[src/rtl/div_seq.sv]
// Sequential 32-bit divider for the EX stage: signed/unsigned, one restoring
// step per cycle, holds the pipeline via stall until the one-cycle ready pulse.
module div_seq #(
  parameter logic [7:0] EXE_DIV_OP  = 8'b0001_1010,
  parameter logic [7:0] EXE_DIVU_OP = 8'b0001_1011
) (
  input  logic        clk,
  input  logic        rst,
  input  logic [7:0]  alucontrol,
  input  logic        start,
  input  logic        annul,
  input  logic [31:0] opdata1,
  input  logic [31:0] opdata2,
  output logic        stall,
  output logic        ready,
  output logic [63:0] result
);

  typedef enum logic [1:0] {S_IDLE, S_BYZERO, S_ON, S_END} state_e;

  state_e      state_q, state_d;
  logic [5:0]  cnt_q, cnt_d;
  logic [64:0] rem_q, rem_d;     // {partial remainder[32:0], quotient/dividend[31:0]}
  logic [31:0] dvsr_q, dvsr_d;
  logic        negq_q, negq_d;
  logic        negr_q, negr_d;
  logic        ready_q, ready_d;
  logic [63:0] result_q, result_d;

  logic        isdiv, req, is_signed;
  logic [31:0] mag_a, mag_b;
  logic [32:0] shifted, p_next;
  logic [33:0] diff;
  logic        ge;
  logic [31:0] q_next, q_fin, r_fin;
  logic        unused_msb;

  // Partial remainder stays below the divisor, so its top bit never feeds a step.
  assign unused_msb = rem_q[64];

  always_comb begin
    isdiv     = (alucontrol == EXE_DIV_OP) || (alucontrol == EXE_DIVU_OP);
    req       = start & isdiv & ~annul;
    is_signed = (alucontrol == EXE_DIV_OP);
    mag_a     = (is_signed && opdata1[31]) ? 32'd0 - opdata1 : opdata1;
    mag_b     = (is_signed && opdata2[31]) ? 32'd0 - opdata2 : opdata2;

    shifted = rem_q[63:31];
    diff    = {1'b0, shifted} - {2'b00, dvsr_q};
    ge      = ~diff[33];
    p_next  = ge ? diff[32:0] : shifted;
    q_next  = {rem_q[30:0], ge};
    q_fin   = negq_q ? 32'd0 - q_next : q_next;
    r_fin   = negr_q ? 32'd0 - p_next[31:0] : p_next[31:0];

    state_d  = state_q;
    cnt_d    = cnt_q;
    rem_d    = rem_q;
    dvsr_d   = dvsr_q;
    negq_d   = negq_q;
    negr_d   = negr_q;
    ready_d  = 1'b0;
    result_d = result_q;

    case (state_q)
      S_IDLE: begin
        if (req) begin
          if (opdata2 == 32'd0) begin
            state_d = S_BYZERO;
          end else begin
            rem_d   = {33'd0, mag_a};
            dvsr_d  = mag_b;
            negq_d  = is_signed & (opdata1[31] ^ opdata2[31]);
            negr_d  = is_signed & opdata1[31];
            cnt_d   = 6'd0;
            state_d = S_ON;
          end
        end
      end
      S_ON: begin
        if (!start || annul) begin
          state_d = S_IDLE;
        end else begin
          rem_d = {p_next, q_next};
          cnt_d = cnt_q + 6'd1;
          if (cnt_q == 6'd31) begin
            state_d  = S_END;
            ready_d  = 1'b1;
            result_d = {r_fin, q_fin};
          end
        end
      end
      S_BYZERO: begin
        if (!start || annul) begin
          state_d = S_IDLE;
        end else begin
          state_d  = S_END;
          ready_d  = 1'b1;
          result_d = 64'd0;
        end
      end
      default: state_d = S_IDLE;
    endcase
  end

  always_ff @(posedge clk) begin
    if (rst) begin
      state_q  <= S_IDLE;
      cnt_q    <= 6'd0;
      rem_q    <= 65'd0;
      dvsr_q   <= 32'd0;
      negq_q   <= 1'b0;
      negr_q   <= 1'b0;
      ready_q  <= 1'b0;
      result_q <= 64'd0;
    end else begin
      state_q  <= state_d;
      cnt_q    <= cnt_d;
      rem_q    <= rem_d;
      dvsr_q   <= dvsr_d;
      negq_q   <= negq_d;
      negr_q   <= negr_d;
      ready_q  <= ready_d;
      result_q <= result_d;
    end
  end

  assign stall  = req & ~ready_q;
  assign ready  = ready_q;
  assign result = result_q;

endmodule

[config.mk]
export PLATFORM = sky130hd
export DESIGN_NAME = div_seq
export DESIGN_NICKNAME = d
export VERILOG_FILES = /design/src/rtl/div_seq.sv
export SDC_FILE = /design/constraint.sdc
export NUM_CORES = 1
export LEC_CHECK = 0
export BUFFER_PORTS_ARGS = -buffer_cell sky130_fd_sc_hd__buf_2
export CORE_ASPECT_RATIO = 1.75
export CORE_MARGIN = 10
export CORE_UTILIZATION = 49
export DETAILED_ROUTE_END_ITERATION = 8
export HOLD_SLACK_MARGIN = 0.02
export PLACE_DENSITY = 0.69
export SLEW_MARGIN = 0
export SYNTH_ARGS = -nofsm -noshare
export SYNTH_HDL_FRONTEND = slang
export SYNTH_SLANG_ARGS = --single-unit
[constraint.sdc]
create_clock -name clk -period 8.6 [get_ports clk]
set_input_delay 1.29 -clock clk [delete_from_list [all_inputs] [get_ports clk]]
set_output_delay 1.29 -clock clk [all_outputs]
set_load 0.02 [all_outputs]
==> flow_metrics.tcl, run 1 <==
set metrics [dict create \
    grt_max_degree 80 \
    nFillCells 2402 \
    drv_cap 0 \
    place_congestion 0.986 \
    hpwl_um 31600 \
    crit_family "simple AND/OR/NAND/NOR gates" \
    ios 142 \
    synth_area_leader_cell "dfxtp_1" \
    critPathLaunchType "input pin" \
    grt_use_total 0.249 \
    cts_tree "built" \
    fp-row-count 76 \
    reg2reg_from "rem_q[53]" \
    die_w_um 139 \
    ctsHtreeMaxLevel 4 \
    synthAdderAreaFrac 0.0441 \
    dieArea_mm2 0.0316 \
    p_per_area_mw_per_mm2 132 \
    synth_top_family_by_area "compound AO/OA/AOI/OAI gates" \
    synth_xor_area_frac 0.0920 \
    fin_nets 1822 \
    cpMostUsedCell "nor2_1" \
    ir_drop_mv 0.134 \
    setup_tns_ps 0 \
    ys_types 94 \
    routed_via_density 6.04 \
    postCtsSetupBuffers 0 \
    syn_nets 1753 \
    min-delay-start "result[53]" \
    period_share 0.617 \
    synthSimpleGateAreaFrac 0.248 \
    ys_ff_latch 171 \
    vias 12261 \
    rsz0062_at_grt "false" \
    die_h_um 228 \
    slowest_stage "nand2b_2" \
    ys_seq_area_frac 0.283 \
    worstPathArrival_ps 5620 \
    synthToLayoutAreaGrowth_pct 10.8 \
    status "completed" \
    final_max_slew_viol_count 0 \
    antenna_cells 0 \
    clock.fmax_mhz 189 \
    synthMuxAreaShare 0.0237 \
    tightest_slew_ps 1240 \
    slew_headroom 0.171 \
    drc 0 \
    postRouteAntennaNets 0 \
    power_mw 1.77 \
    wl_um 41000 \
    core-area_mm2 0.0244 \
    path_max_fanout 36 \
    end_kind "register" \
    drtIter0Drc 669 \
    max-clock-path-buffers 2 \
    avgSynthCellArea_um2 7.40 \
    synth_top_cell_area_share 0.283 \
    hold_class "register to register" \
    ys_top_cells_by_area "dfxtp_1 (28%), nand2_1 (7.3%), a21oi_1 (5.8%)" \
    finalHoldViolCount 0 \
    synth_edf_count 0 \
    startpoint "opdata2[0]" \
    overflow 0 \
    synth_common_cells "nand2_1 (236), dfxtp_1 (171), nor2_1 (164), a21oi_1 (139), o21ai_0 (110)" \
    min_period_ps 5300 \
    critPathKind "input pin to register" \
    power_leakage_nw 5.32 \
    cpPeakStageDelay_ps 730 \
    setup-violations-final 0 \
    yosysMostFrequentCell "nand2_1" \
    clkTransAtPathRegs_ps 70 \
    synth_cells 1635 \
    drive_gt1_frac 0.134 \
    cts-buffers-inserted 17 \
    cts_sinks 171 \
    yosysWarningCount 0 \
    cts_resized 0 \
    grt_pass1_wl_um 63800 \
    start_util 0.495 \
    skew_ps 8.69 \
    multi_input_area_mm2 0.00798 \
    clk_latency_ps 450 \
    regArea_mm2 0.00342 \
    cts_root_buf "clkbuf_16" \
    worstPathRequired_ps 8910 \
    synth_area_mm2 0.0121 \
    async_flop_share 0 \
    ys.flop_type "dfxtp_1" \
    cts_hold_buf 0 \
    grt_pass1_vias 12019 \
    path_cells "buf_2, inv_1, ha_1, or3b_2, nor3_1, nand3_1, nor3_2, nand2_1, or4_1, a31oi_1, nand2b_2, buf_4, nor2_1, a22oi_1, nor2_1" \
    dr.pass1.iters 5 \
    synth_compound_area_frac 0.249 \
    io_buffers 141 \
    antenna_found_initial 0 \
    crit_buf_inv 3 \
    wl_per_cell_um 20.2 \
]
## cell type report
class                   instances  area share
multi-input cells            1301       0.595
flip-flops and latches        171       0.255
repair buffers                153      0.0595
clock buffers                  20      0.0341
well taps                     312      0.0291
inverters                      60      0.0170
clock inverters                12     0.00943
## state kept, by name, indices dropped and copies added (netlist names)
name,flops
dvsr_q,32
state_q,2
result,64
negq_q,1
cnt_q,6
rem_q,64
negr_q,1
ready,1
## tightest hold or removal path, delay by kind of cell (launching register included)
kind / cells / cell delay [ps]
flip-flops: 1 / 320
AO/OA/AOI/OAI: 1 / 50
AND/OR/NAND/NOR: 1 / 40
## metal layers
metal	routed length, um	track usage	vias up	part of all wire
met3	1280	0.0327	172	0.031
li1	-	-	5993	-
met2	22300	0.476	372	0.54
met5	0	0	-	0
met4	3910	0.222	0	0.095
met1	13500	0.219	5724	0.33
## power by group
group,switching [mW],total (mW),internal (mW)
sequential,0.00126,0.794,0.792
clock,0.356,0.779,0.423
combinational,0.132,0.202,0.0697
## metrics by stage
step	setup slack, ps	area [um^2]	utilization	instances	hold WS, ps
after floorplan	3830	12100	-	1635	449
after global placement	3070	12800	0.525	1997	434
after detailed placement	2890	12800	0.525	1997	436
after CTS	3380	13400	0.549	2029	453
after global routing	2880	13400	0.549	2029	473
final	3300	13400	0.549	2029	448
## kinds of logic after synthesis
| logic type | after synthesis |
|---|---|
| xor gates and xnor gates | 127 |
| adders and majority gates | 42 |
| buffers and inverters | 163 |
| and+or+nand+nor | 636 |
| muxes | 28 |
| DFF | 171 |
| AOI/OAI and AO/OA | 468 |
## path summary, 6_finish.rpt
check / depth (start not counted) / slack (ps) / to
max: 15 / 3300 / rem_q[61]
min: 2 / 450 / result[53]
max reg2reg: 16 / 3600 / result[60]
min reg2reg: 2 / 450 / result[53]
## cells in the final DEF (no fill, tap or decap), drive strengths merged, types with 21 or more instances in the layout
master / n
buf: 153
dfxtp: 171
a21oi: 144
o21ai: 122
inv: 67
o31ai: 21
nor2: 164
a22oi: 39
or3: 42
nand3: 41
mux2i: 23
ha: 41
a211oi: 40
nand2: 237
nor3: 44
xnor2: 74
xor2: 53
(Power assumes the default switching activity.)
==> run 2, diff against run 1 <==
- PLACE_DENSITY: 0.69 -> 0.72
- clock period: 8.6 -> 4.6 ns (I/O delays scaled with it)
==> flow_metrics.tcl, run 2 (synthesis gave the netlist of run 1 again) <==
set metrics [dict create \
    cts_hold_buf 0 \
    grt_max_degree 92 \
    fin_nets 1868 \
    hold_class "register to register" \
    drc 0 \
    grt_pass1_wl_um 65300 \
    place_area_mm2 0.0132 \
    status "completed" \
    die_w_um 139 \
    dp.cells 2037 \
    ctsHtreeMaxLevel 4 \
    power.internal_mw 2.46 \
    clock.fmax_mhz 229 \
    setup_tns_ps 0 \
    stdcell_count 2075 \
    fin_hold_ws_ps 446 \
    final_max_slew_viol_count 0 \
    antenna_cells 0 \
    fp-row-count 76 \
    grt_pass1_vias 12424 \
    cpPeakStageDelay_ps 650 \
    final_area_mm2 0.0140 \
    slew_headroom 0.286 \
    path_cells "ha_1, o2111a_1, o211ai_1, a31o_4, nand2_8, o21ai_1, ha_2, nand4b_1, or3_1, or4_2, o41ai_4, nand4_1, o41ai_2, xor2_1, o21ai_1" \
    setup-violations-final 0 \
    crit_buf_inv 0 \
    path_max_fanout 6 \
    rsz0062_at_grt "false" \
    slowest_stage "or4_2" \
    pre_cts_slack_ps 178 \
    place_congestion 0.988 \
    p_sw_frac 0.284 \
    dr.pass1.iters 6 \
    hpwl_um 32900 \
    routed_via_density 6.12 \
    wl_per_cell_um 20.6 \
    overflow 0 \
    cts_sinks 171 \
    clock_power_share 0.450 \
    max-clock-path-buffers 2 \
    crit_family "compound AO/OA/AOI/OAI gates" \
    wl_um 42800 \
    clkTransAtPathRegs_ps 70 \
    grt_use_total 0.257 \
    most-common-layout-cells "nand2_1 (236), dfxtp_1 (167), nor2_1 (160)" \
    fin_ws_ps 241 \
    ir_drop_mv 0.240 \
    cts-buffers-inserted 17 \
    postRouteAntennaNets 0 \
    power.switching_mw 0.975 \
    tightest_slew_ps 1070 \
    antenna_found_initial 0 \
    dieArea_mm2 0.0316 \
    skew_ps 10.2 \
    cts_tree "built" \
    cpMostUsedCell "o21ai_1" \
    post-route-util 0.572 \
    power_mw 3.44 \
    vias 12702 \
    worstPathArrival_ps 4680 \
    power_leakage_nw 5.57 \
    worstPathRequired_ps 4920 \
    finalHoldViolCount 0 \
    drive_gt1_frac 0.173 \
    die_h_um 228 \
    critPathLaunchType "register" \
    ios 142 \
    mostFrequentLayoutCell "nand2_1" \
    end_kind "register" \
    core-area_mm2 0.0244 \
    seq_power_share 0.431 \
    critPathKind "register to register" \
    cts_root_buf "clkbuf_16" \
    p_per_area_mw_per_mm2 246 \
    drtIter0Drc 900 \
    io_buffers 141 \
    period_share 0.948 \
    pwr-share-comb 0.119 \
    synthToLayoutAreaGrowth_pct 15.5 \
    start_util 0.495 \
    clk_latency_ps 460 \
    min_period_ps 4360 \
    drv_cap 0 \
]
[run 2: cell types whose count changed in the layout (fill, tap and decap cells not counted), moves of 3 or more]
| cell | before | now |
|---|---|---|
| ha_2 | 1 | 8 |
| inv_8 | 2 | 5 |
| a21oi_1 | 138 | 134 |
| ha_1 | 40 | 29 |
| dfxtp_2 | 0 | 3 |
| dfxtp_1 | 171 | 167 |
| buf_12 | 0 | 3 |
| buf_4 | 13 | 56 |
| a21oi_2 | 6 | 10 |
| ha_4 | 0 | 4 |
| a211oi_1 | 39 | 36 |
| a211oi_2 | 0 | 3 |
[run 2: power groups by stage]
stage	Combinational, mW	Clock [mW]	Sequential, mW
after floorplan	0.248	0	1.52
after global placement	0.394	0	1.52
after detailed placement	0.398	0	1.52
after CTS	0.399	1.56	1.48
after global routing	0.444	1.61	1.48
final	0.410	1.55	1.48
[run 2: area by class of cell]
cell class,count,area (um^2)
Fill cell,2303,10500
Multi-Input combinational cell,1301,8120
Sequential cell,171,3430
Timing Repair Buffer,199,1180
Clock buffer,17,425
Tap cell,312,390
Inverter,60,228
Clock inverter,15,191
[run 2: path summary, 6_finish.rpt]
kind              start          to  slack, ps  depth (start not counted)
max reg2reg   rem_q[33]  result[60]        240                         15
min reg2reg  result[56]  result[56]        450                          2
max           rem_q[33]  result[60]        240                         15
min          result[56]  result[56]        450                          2
[run 2: what timing repair did]
item                                    CTS  global route
setup buffers                             0             6
resized for setup                         0            36
endpoints found under the setup margin    0             8
[run 2: metal layers]
layer	vias up	track usage	wire length (um)
met3	203	0.0406	1890
met1	5930	0.220	13400
li1	6073	-	-
met5	-	0	0
met2	496	0.485	23200
met4	0	0.248	4310
[run 2: worst reg2reg max path: cells and delay by family, from the launching register on]
family / cells / cell delay (ps)
flops: 1 / 510
compound gates: 7 / 1510
simple gates: 5 / 1400
xor+xnor: 1 / 190
fa+ha+maj: 2 / 620
==> run 3, diff against run 2 <==
- BUFFER_PORTS_ARGS: -buffer_cell sky130_fd_sc_hd__buf_2 -> default
- CORE_MARGIN: 10 -> default
- CORE_UTILIZATION: 49 -> 59
- DONT_BUFFER_PORTS: default -> 1
- PLACE_DENSITY: 0.72 -> 0.78
==> flow_metrics.tcl, run 3 (synthesis gave the netlist of run 1 again) <==
set metrics [dict create \
    hpwl_um 30700 \
    worstPathRequired_ps 4940 \
    io_buffers 0 \
    place_area_mm2 0.0123 \
    die_w_um 110 \
    dp.cells 1822 \
    drive_gt1_frac 0.0981 \
    cts-buffers-inserted 17 \
    stdcell_count 1858 \
    dr.pass1.iters 5 \
    end_kind "register" \
    vias 12208 \
    nFillCells 1892 \
    power.internal_mw 2.39 \
    cts_tree "built" \
    p_per_area_mw_per_mm2 253 \
    power.switching_mw 0.901 \
    ctsHtreeMaxLevel 4 \
    postRouteAntennaNets 0 \
    grt_use_total 0.402 \
    drv_cap 0 \
    setup-violations-final 0 \
    regArea_mm2 0.00343 \
    startpoint "rem_q[31]" \
    critPathKind "register to register" \
    grt_pass1_wl_um 62900 \
    core-area_mm2 0.0202 \
    antenna_cells 0 \
    pwr-share-comb 0.101 \
    overflow 0 \
    routed_via_density 6.57 \
    grt_max_degree 153 \
    antenna_found_initial 0 \
    clock_power_share 0.448 \
    post-route-util 0.645 \
    clkTransAtPathRegs_ps 70 \
    fin_hold_ws_ps 314 \
    wl_per_cell_um 22.3 \
    die_h_um 191 \
    p_sw_frac 0.274 \
    dieArea_mm2 0.0211 \
    grt_pass1_vias 11826 \
    fp-row-count 69 \
    most-common-layout-cells "nand2_1 (235), dfxtp_1 (165), nor2_1 (160)" \
    max-clock-path-buffers 2 \
    min_period_ps 4420 \
    worstPathArrival_ps 4760 \
    drc 0 \
    fin_nets 1715 \
    cts_sinks 171 \
    power_mw 3.29 \
    place_congestion 0.998 \
    min-delay-start "rst" \
    ios 142 \
    seq_power_share 0.451 \
    period_share 0.961 \
    multi_input_area_mm2 0.00811 \
    start_util 0.599 \
    power_leakage_nw 4.82 \
    clk_latency_ps 450 \
    pre_cts_slack_ps 184 \
    status "completed" \
    mostFrequentLayoutCell "nand2_1" \
    hold_class "input pin to register" \
    wl_um 41400 \
    finalHoldViolCount 0 \
    critPathLaunchType "register" \
    slew_headroom 0.254 \
    path_max_fanout 7 \
    final_area_mm2 0.0130 \
    skew_ps 5.08 \
    cts_root_buf "clkbuf_16" \
    final_max_slew_viol_count 0 \
    synthToLayoutAreaGrowth_pct 7.65 \
    rsz0062_at_grt "true" \
    tightest_slew_ps 1120 \
    drtIter0Drc 888 \
    fin_ws_ps 178 \
    clock.fmax_mhz 226 \
    ir_drop_mv 0.255 \
    setup_tns_ps 0 \
    reg2reg_from "rem_q[31]" \
]
run 3: worst paths after layout:
kind | end | slack (ps) | cells after the start
worst max-delay path | result[61] | 180 | 14
worst min register to register | cnt_q[1] | 480 | 2
worst min-delay path | dvsr_q[17] | 310 | 1
worst max register to register | result[61] | 180 | 14
run 3: layer usage:
| layer | share of wire | wire, um | global-route usage | vias up |
|---|---|---|---|---|
| met2 | 0.51 | 21300 | 0.703 | 486 |
| met5 | 0 | 0 | 0 | - |
| met4 | 0.12 | 4780 | 0.420 | 0 |
| met1 | 0.30 | 12600 | 0.339 | 5720 |
| li1 | - | - | - | 5763 |
| met3 | 0.066 | 2740 | 0.118 | 239 |
run 3: timing repair:
action,CTS,global route
hold buffers,0,0
resized for setup,0,38
endpoints found under the setup margin,0,15
buffers inserted,0,4
run 3: area by class of cell:
cell class	count	area share
inverter	60	0.0175
timing repair buffer	46	0.0265
multi-input combinational	1301	0.623
sequential	171	0.264
clock buffer	18	0.0337
clock inverter	14	0.0119
tap	248	0.0238
run 3: worst max-delay path, cell delays in order, from the launching register on:
cell       delay (ps)
dfxtp_1           360
inv_1              70
ha_1              250
fa_1              410
nand2b_1          220
a211oi_4          360
o21ai_0           250
a21oi_2           290
a211oi_1          180
o21ai_0           540
a41oi_1           320
a2111oi_2         530
nand2_1           140
mux2i_1           140
a221o_1           260
run 3: power by group through the flow:
stage | clock, mW | combinational, mW | sequential, mW
floorplan | 0 | 0.248 | 1.52
global placement | 0 | 0.307 | 1.52
detailed placement | 0 | 0.311 | 1.52
CTS | 1.48 | 0.314 | 1.48
global route | 1.54 | 0.359 | 1.48
finish | 1.47 | 0.333 | 1.48
